$ cat src/rtl/math_div_unit_pkg.sv
// math_div_unit_pkg: shared state encoding for the restoring divider
package math_div_unit_pkg;

    typedef enum logic [1:0] {
        DIV_IDLE = 2'd0,
        DIV_RUN  = 2'd1,
        DIV_FIN  = 2'd2
    } div_state_t;

endpackage

$ cat src/rtl/math_div_unit_div_step.sv
// math_div_unit_div_step: one combinational restoring-division step
module math_div_unit_div_step #(
    parameter int WIDTH = 16
) (
    input  logic [WIDTH-1:0] partial_rem,
    input  logic             dividend_bit,
    input  logic [WIDTH-1:0] divisor,
    output logic [WIDTH-1:0] new_rem,
    output logic             q_bit
);

    // Trial is WIDTH+1 bits wide so a partial remainder with its MSB set is not truncated
    logic [WIDTH:0] w_trial;

    assign w_trial = {partial_rem, dividend_bit};
    assign q_bit   = (w_trial >= {1'b0, divisor});
    // When the subtraction is skipped the trial is below the divisor, so it fits in WIDTH bits
    assign new_rem = q_bit ? WIDTH'(w_trial - {1'b0, divisor}) : w_trial[WIDTH-1:0];

endmodule

$ cat src/rtl/math_div_unit.sv
// math_div_unit: sequential unsigned restoring divider, one quotient bit per clock
module math_div_unit
    import math_div_unit_pkg::*;
#(
    parameter int WIDTH = 16
) (
    input  logic             clk,
    input  logic             reset_n,
    input  logic             start,
    input  logic [WIDTH-1:0] dividend,
    input  logic [WIDTH-1:0] divisor,
    output logic             busy,
    output logic             done,
    output logic             div_zero,
    output logic [WIDTH-1:0] quotient,
    output logic [WIDTH-1:0] remainder
);

    localparam int CW = $clog2(WIDTH);

    div_state_t       r_state;
    logic [CW-1:0]    r_cnt;
    logic [WIDTH-1:0] r_dvd;
    logic [WIDTH-1:0] r_dvs;
    logic [WIDTH-1:0] r_rem;
    logic [WIDTH-1:0] w_rem_next;
    logic             w_q_bit;

    math_div_unit_div_step #(.WIDTH(WIDTH)) u_div_step (
        .partial_rem (r_rem),
        .dividend_bit(r_dvd[WIDTH-1]),
        .divisor     (r_dvs),
        .new_rem     (w_rem_next),
        .q_bit       (w_q_bit)
    );

    // Control FSM; r_dvd shifts the dividend out of its MSB while quotient bits enter its LSB
    always_ff @(posedge clk or negedge reset_n) begin
        if (!reset_n) begin
            r_state   <= DIV_IDLE;
            r_cnt     <= '0;
            r_dvd     <= '0;
            r_dvs     <= '0;
            r_rem     <= '0;
            busy      <= 1'b0;
            done      <= 1'b0;
            div_zero  <= 1'b0;
            quotient  <= '0;
            remainder <= '0;
        end else begin
            done <= 1'b0;
            case (r_state)
                DIV_IDLE: begin
                    if (start) begin
                        busy     <= 1'b1;
                        r_dvs    <= divisor;
                        div_zero <= (divisor == '0);
                        if (divisor == '0) begin
                            r_dvd   <= '1;
                            r_rem   <= dividend;
                            r_state <= DIV_FIN;
                        end else begin
                            r_dvd   <= dividend;
                            r_rem   <= '0;
                            r_cnt   <= CW'(WIDTH - 1);
                            r_state <= DIV_RUN;
                        end
                    end
                end
                DIV_RUN: begin
                    r_rem <= w_rem_next;
                    r_dvd <= {r_dvd[WIDTH-2:0], w_q_bit};
                    r_cnt <= r_cnt - 1'b1;
                    if (r_cnt == '0) r_state <= DIV_FIN;
                end
                DIV_FIN: begin
                    quotient  <= r_dvd;
                    remainder <= r_rem;
                    done      <= 1'b1;
                    busy      <= 1'b0;
                    r_state   <= DIV_IDLE;
                end
                default: r_state <= DIV_IDLE;
            endcase
        end
    end

endmodule

$ cat config.mk
export PLATFORM = sky130hd
export DESIGN_NAME = math_div_unit
export DESIGN_NICKNAME = d
export VERILOG_FILES = /design/src/rtl/math_div_unit_pkg.sv /design/src/rtl/math_div_unit_div_step.sv /design/src/rtl/math_div_unit.sv
export SDC_FILE = /design/constraint.sdc
export NUM_CORES = 1
export LEC_CHECK = 0
export ABC_AREA = 1
export CORE_MARGIN = 5
export CORE_UTILIZATION = 40
export DETAILED_ROUTE_END_ITERATION = 8
export PLACE_DENSITY = 0.62
export REMOVE_ABC_BUFFERS = 1
export SETUP_SLACK_MARGIN = 0.5
export SYNTH_ARGS = -nofsm -noshare
export SYNTH_HDL_FRONTEND = slang
export SYNTH_HIERARCHICAL = 1
export SYNTH_SLANG_ARGS = --single-unit
$ cat constraint.sdc
create_clock -name clk -period 5.32 [get_ports clk]
set_input_delay 1.064 -clock clk [delete_from_list [all_inputs] [get_ports clk]]
set_output_delay 1.064 -clock clk [all_outputs]
set_load 0.05 [all_outputs]
# Word-level counts from Yosys, hierarchy flattened

Cells that the tools add are included.

Memories: 0
Bits in registers: 89
Logic and storage cells: 45
Memory bits (writable): 0
Latch bits: 0
Memory bits (read-only): 0
Output and inout bits: 35

$lt $le $gt $ge: 1
Shifts and indexed selects: 0
Muxes and demuxes: 17
Add/sub/neg operators: 2
Bitwise gates (word level): 0
Eq/ne operators: 5
Reduce and logical (&&, ||, !) cells: 10
Multiply operators: 0
Divide/modulo/power cells: 0

Operators by type and width:

| operator              | count |
|---|---|
| $mux W16              | 5 |
| $pmux W16 S2          | 2 |
| $ge A17 B16 Y1        | 1 |
| $logic_not A16 Y1     | 1 |
| $sub A16 B16 Y16      | 1 |
| $mux W4               | 2 |
| $pmux W4 S2           | 1 |
| $reduce_and A2 Y1     | 4 |
| $mux W2               | 3 |
| $ne A2 B2 Y1 const B  | 3 |
| $logic_not A4 Y1      | 1 |
| $pmux W2 S2           | 1 |
| $reduce_bool A2 Y1    | 2 |
| $sub A4 B1 Y4 const B | 1 |
| $reduce_and A3 Y1     | 1 |
| $eq A2 B1 Y1 const B  | 1 |
| $eq A2 B2 Y1 const B  | 1 |
| $logic_not A2 Y1      | 1 |
| $mux W1               | 2 |
| $pmux W1 S2           | 1 |

# Logic depth before layout (Yosys ltp)

Word-level depth: 4
Depth in mapped cells: 16
Depth with buffers taken out: 15

# Cells and area by module

Netlist, hierarchy kept.

Modules (own cells, without submodules):

| module                 | cells an instance | times used | area each (um^2) |
|---|---|---|---|
| math_div_unit          | 447               | 1          | 3,920.0 |
| math_div_unit_div_step | 269               | 1          | 1,355.0 |

# Worst setup path after synthesis

Ideal clock, no wire load.

Kind: input -> register
Start point: in divisor[3]
End point: reg r_dvd[10]
Required time: 5,243 ps
Path buffers: 1
Setup slack: 3,350 ps
Stages: 6
Arrival time: 1,892 ps
Path through: nor2_1 > nand2_1 > nor2_4 > nand3_2 > buf_2 > a21oi_1

Word-level cells in the longest chain between the ends: 4

Ends and longest elaborated chain:

| item                 | RTL line            | text |
|---|---|---|
| start, declared      | math_div_unit.sv:11 | `input logic [WIDTH-1:0] divisor,` |
| $logic_not A16 Y1    | math_div_unit.sv:58 | `if (divisor == '0) begin` |
| $mux W16             | math_div_unit.sv:58 |  |
| $mux W16             | math_div_unit.sv:54 | `if (start) begin` |
| $pmux W16 S2         | math_div_unit.sv:52 | `case (r_state)` |
| end signal, assigned | math_div_unit.sv:63 | `r_dvd <= dividend;` |
| end signal, assigned | math_div_unit.sv:72 | `r_dvd <= {r_dvd[WIDTH-2:0], w_q_bit};` |
| end, declared        | math_div_unit.sv:23 | `logic [WIDTH-1:0] r_dvd;` |

No other way between the ends. The select of a mux whose other input is x is not followed.
A chain may end at the register's enable or synchronous reset.

# Worst setup path after layout

Start point: in start
End point: reg r_cnt[3]

Word-level cells in the longest chain between the ends: 2

Ends and longest elaborated chain:

| item                        | RTL line            | text |
|---|---|---|
| start, declared             | math_div_unit.sv:9  | `input logic start,` |
| $ne A2 B2 Y1 (no line)      | n/a                 |  |
| $reduce_and A3 Y1 (no line) | n/a                 |  |
| end signal, assigned        | math_div_unit.sv:65 | `r_cnt <= CW'(WIDTH - 1);` |
| end signal, assigned        | math_div_unit.sv:73 | `r_cnt <= r_cnt - 1'b1;` |
| end, declared               | math_div_unit.sv:22 | `logic [CW-1:0] r_cnt;` |

No other way between the ends.

==> metrics.cfg <==
[clocking]
tritoncts = done
clkTransAtPathRegs_ns = 0.06
clock_latency_ns = 0.35
postCtsSetupBuffers = 0
cts_sinks = 89
post_cts_resized = 0
ctsHtreeMaxLevel = 3
clock_path_buffers = 2
numCtsBuffers = 9
cts-hold-fix-buffers = 0
clockRootBuffer = clkbuf_16

[global_routing]
antenna_found_initial = 0
overflow = 0
track_usage = 0.177
grt_first_pass_wirelength_um = 22800
grt_pass1_vias = 4647
grt_max_degree = 53

[routing]
dr.first_iter.drc_count = 287
routed_wl_um = 13100
dr.pass1.iters = 7
drcViolationCount = 0
via_count = 4629
ant_nets = 0
avgRoutedWirePerCell_um = 13.8
via_per_inst = 4.86

[synth]
ys_seq_area_frac = 0.422
synth_area_um2 = 5280
synth_seq_cells = 89
syn-mean-instance-area_um2 = 7.37
yosysUniqueCellTypes = 30
ys_warn_count = 6
syn_inst = 716

[worst_setup_path]
path_delay_family = buffers and inverters
path_buf_inv = 3
worst_ep_arrival_time_ns = 3.15
cp_common_cell = nand2_1
rrSetupSlack_ns = 2.73
crit_path_max_fanout = 37
crit_chain = clkdlybuf4s50_1, inv_1, nand2_1, nand2_2, inv_2, nand2_1, nand2_1, nand2_1
critPathMaxStageDelay_ns = 0.64
critPathRequiredTime_ns = 5.56
cp-end-kind = flop
path_class = primary input to flop
crit_slowest_cell = inv_2
startpoint_type = primary input

[layout]
nets = 826
drive_gt1_frac = 0.0875
fillers = 1283
area_growth_syn_to_layout_pct = 19.8
instances_no_fill = 953
diodes = 0

[timing]
max_slew.worst_pin.slew_ns = 0.772
fin_crit_sh = 0.548
fin_worst_skew_ns = 0.00775
finalHoldViolations = 0
rsz0062_at_grt = no
fin_ws_ns = 2.41
fin_crit_ns = 2.91
tns_ns = 0
relSlewSlack = 0.484
fmax_mhz = 343
slew_violations = 0
finalSetupViolCount = 0

[floorplanning]
die-area_um2 = 15600
core_area_um2 = 13100
die_h_um = 125
rows = 42
io_pins = 70
start_util = 0.403
die_w_um = 125

[placed_design]
placed_cells = 938
port_buffers = 69
dp_slack_ns = 2.04
hpwl_um = 9770
gp_congestion = 0.843

[hold_path]
hold_path_class = flop to flop

[flow_run]
maxCapViolCount = 0

[status]
outcome = finished clean

-- path summary, 6_finish.rpt --
kind,start,endpoint,cells after the start
max reg2reg,r_state[0]$_DFFE_PN0P_,r_cnt[3]$_DFFE_PN0P_,7
min,remainder[9]$_DFFE_PN0P_,remainder[9]$_DFFE_PN0P_,2
min in group asynchronous,reset_n,remainder[15]$_DFFE_PN0P_,1
max,start,r_cnt[3]$_DFFE_PN0P_,8
min reg2reg,remainder[9]$_DFFE_PN0P_,remainder[9]$_DFFE_PN0P_,2
max in group asynchronous,reset_n,r_rem[14]$_DFFE_PN0P_,2
-- state kept, by name, indices dropped and copies added (netlist names) --
name       count
done           1
r_dvs         16
quotient      16
r_cnt          4
remainder     16
r_dvd         16
busy           1
r_rem         16
div_zero       1
r_state        2
-- cell usage in the layout (no fill, tap or decap), drive strengths merged --
| cell | instances |
|---|---|
| fa | 1 |
| clkinv | 3 |
| buf | 2 |
| clkbuf | 11 |
| and2 | 2 |
| clkinvlp | 1 |
| nand3 | 44 |
| nor3 | 17 |
| clkdlybuf4s50 | 68 |
| inv | 99 |
| o21bai | 1 |
| nand2 | 217 |
| a21oi | 58 |
| nor2 | 96 |
| xor2 | 5 |
| nand3b | 3 |
| o21ai | 20 |
| or2 | 2 |
| mux2 | 16 |
| dfrtp | 89 |
| nand4 | 4 |
| xnor2 | 1 |
| ha | 17 |
-- layout make-up --
type | instances | area (um^2) | share of cell area
Multi-Input combinational cell | 504 | 2530 | 0.401
Sequential cell | 89 | 2230 | 0.352
Timing Repair Buffer | 70 | 696 | 0.110
Inverter | 99 | 372 | 0.0588
Clock buffer | 11 | 243 | 0.0384
Tap cell | 176 | 220 | 0.0349
Clock inverter | 4 | 30.0 | 0.00475
-- cells in the mapped netlist --
cell type | number | area (um^2)
o21ai_0 | 18 | 90.1
inv_2 | 6 | 22.5
nand3_1 | 38 | 190
o21bai_1 | 1 | 7.51
xor2_1 | 5 | 43.8
xnor2_1 | 1 | 8.76
nand2_1 | 202 | 758
buf_4 | 1 | 7.51
fa_1 | 1 | 20.0
nor2_4 | 4 | 45.0
nand2_2 | 13 | 81.3
dfrtp_1 | 89 | 2230
and2_1 | 2 | 12.5
nor2_1 | 89 | 334
buf_12 | 1 | 20.0
o21ai_1 | 2 | 10.0
inv_1 | 93 | 349
nor3_1 | 17 | 85.1
nand3_2 | 6 | 60.1
nor2_2 | 3 | 18.8
buf_6 | 2 | 22.5
a21oi_1 | 58 | 290
ha_1 | 17 | 213
or2_2 | 2 | 12.5
clkbuf_1 | 4 | 15.0
nand2_4 | 2 | 22.5
nand4_1 | 4 | 25.0
mux2_2 | 16 | 180
buf_2 | 16 | 80.1
nand3b_1 | 3 | 22.5
-- worst register-to-register path, stage by stage, from the launching register on --
cell     delay, ns
dfrtp_1       0.84
nor2_4        0.12
nand2_1       0.13
nand2_2       0.36
inv_2         0.65
nand2_1       0.22
nand2_1       0.11
nand2_1       0.06
-- layer usage --
| metal | share of wire | track usage | vias up |
|---|---|---|---|
| li1 | - | - | 2349 |
| met1 | 0.48 | 0.241 | 2164 |
| met2 | 0.46 | 0.280 | 97 |
| met3 | 0.039 | 0.0296 | 19 |
| met4 | 0.022 | 0.0733 | 0 |
| met5 | 0 | 0 | - |
-- cells by family after synthesis --
family          count (synthesis)  synth area share
compound gates                 79            0.0754
xor+xnor                        6           0.00996
fa+ha+maj                      18            0.0441
buf+inv                       123            0.0980
flops                          89             0.422
mux                            16            0.0342
simple gates                  385             0.316
-- stage by stage --
stage | area, um^2 | hold slack, ns | util
detailed placement | 6050 | 0.459 | 0.462
CTS | 6320 | 0.475 | 0.483
global route | 6320 | 0.492 | 0.483
global placement | 6050 | 0.455 | 0.462
finish | 6320 | 0.469 | 0.483
floorplan | 5130 | 0.464 | -
Power is left out: the tool's default activity adds up to more than one toggle a clock period on the data nets, which glitch-free logic cannot reach.
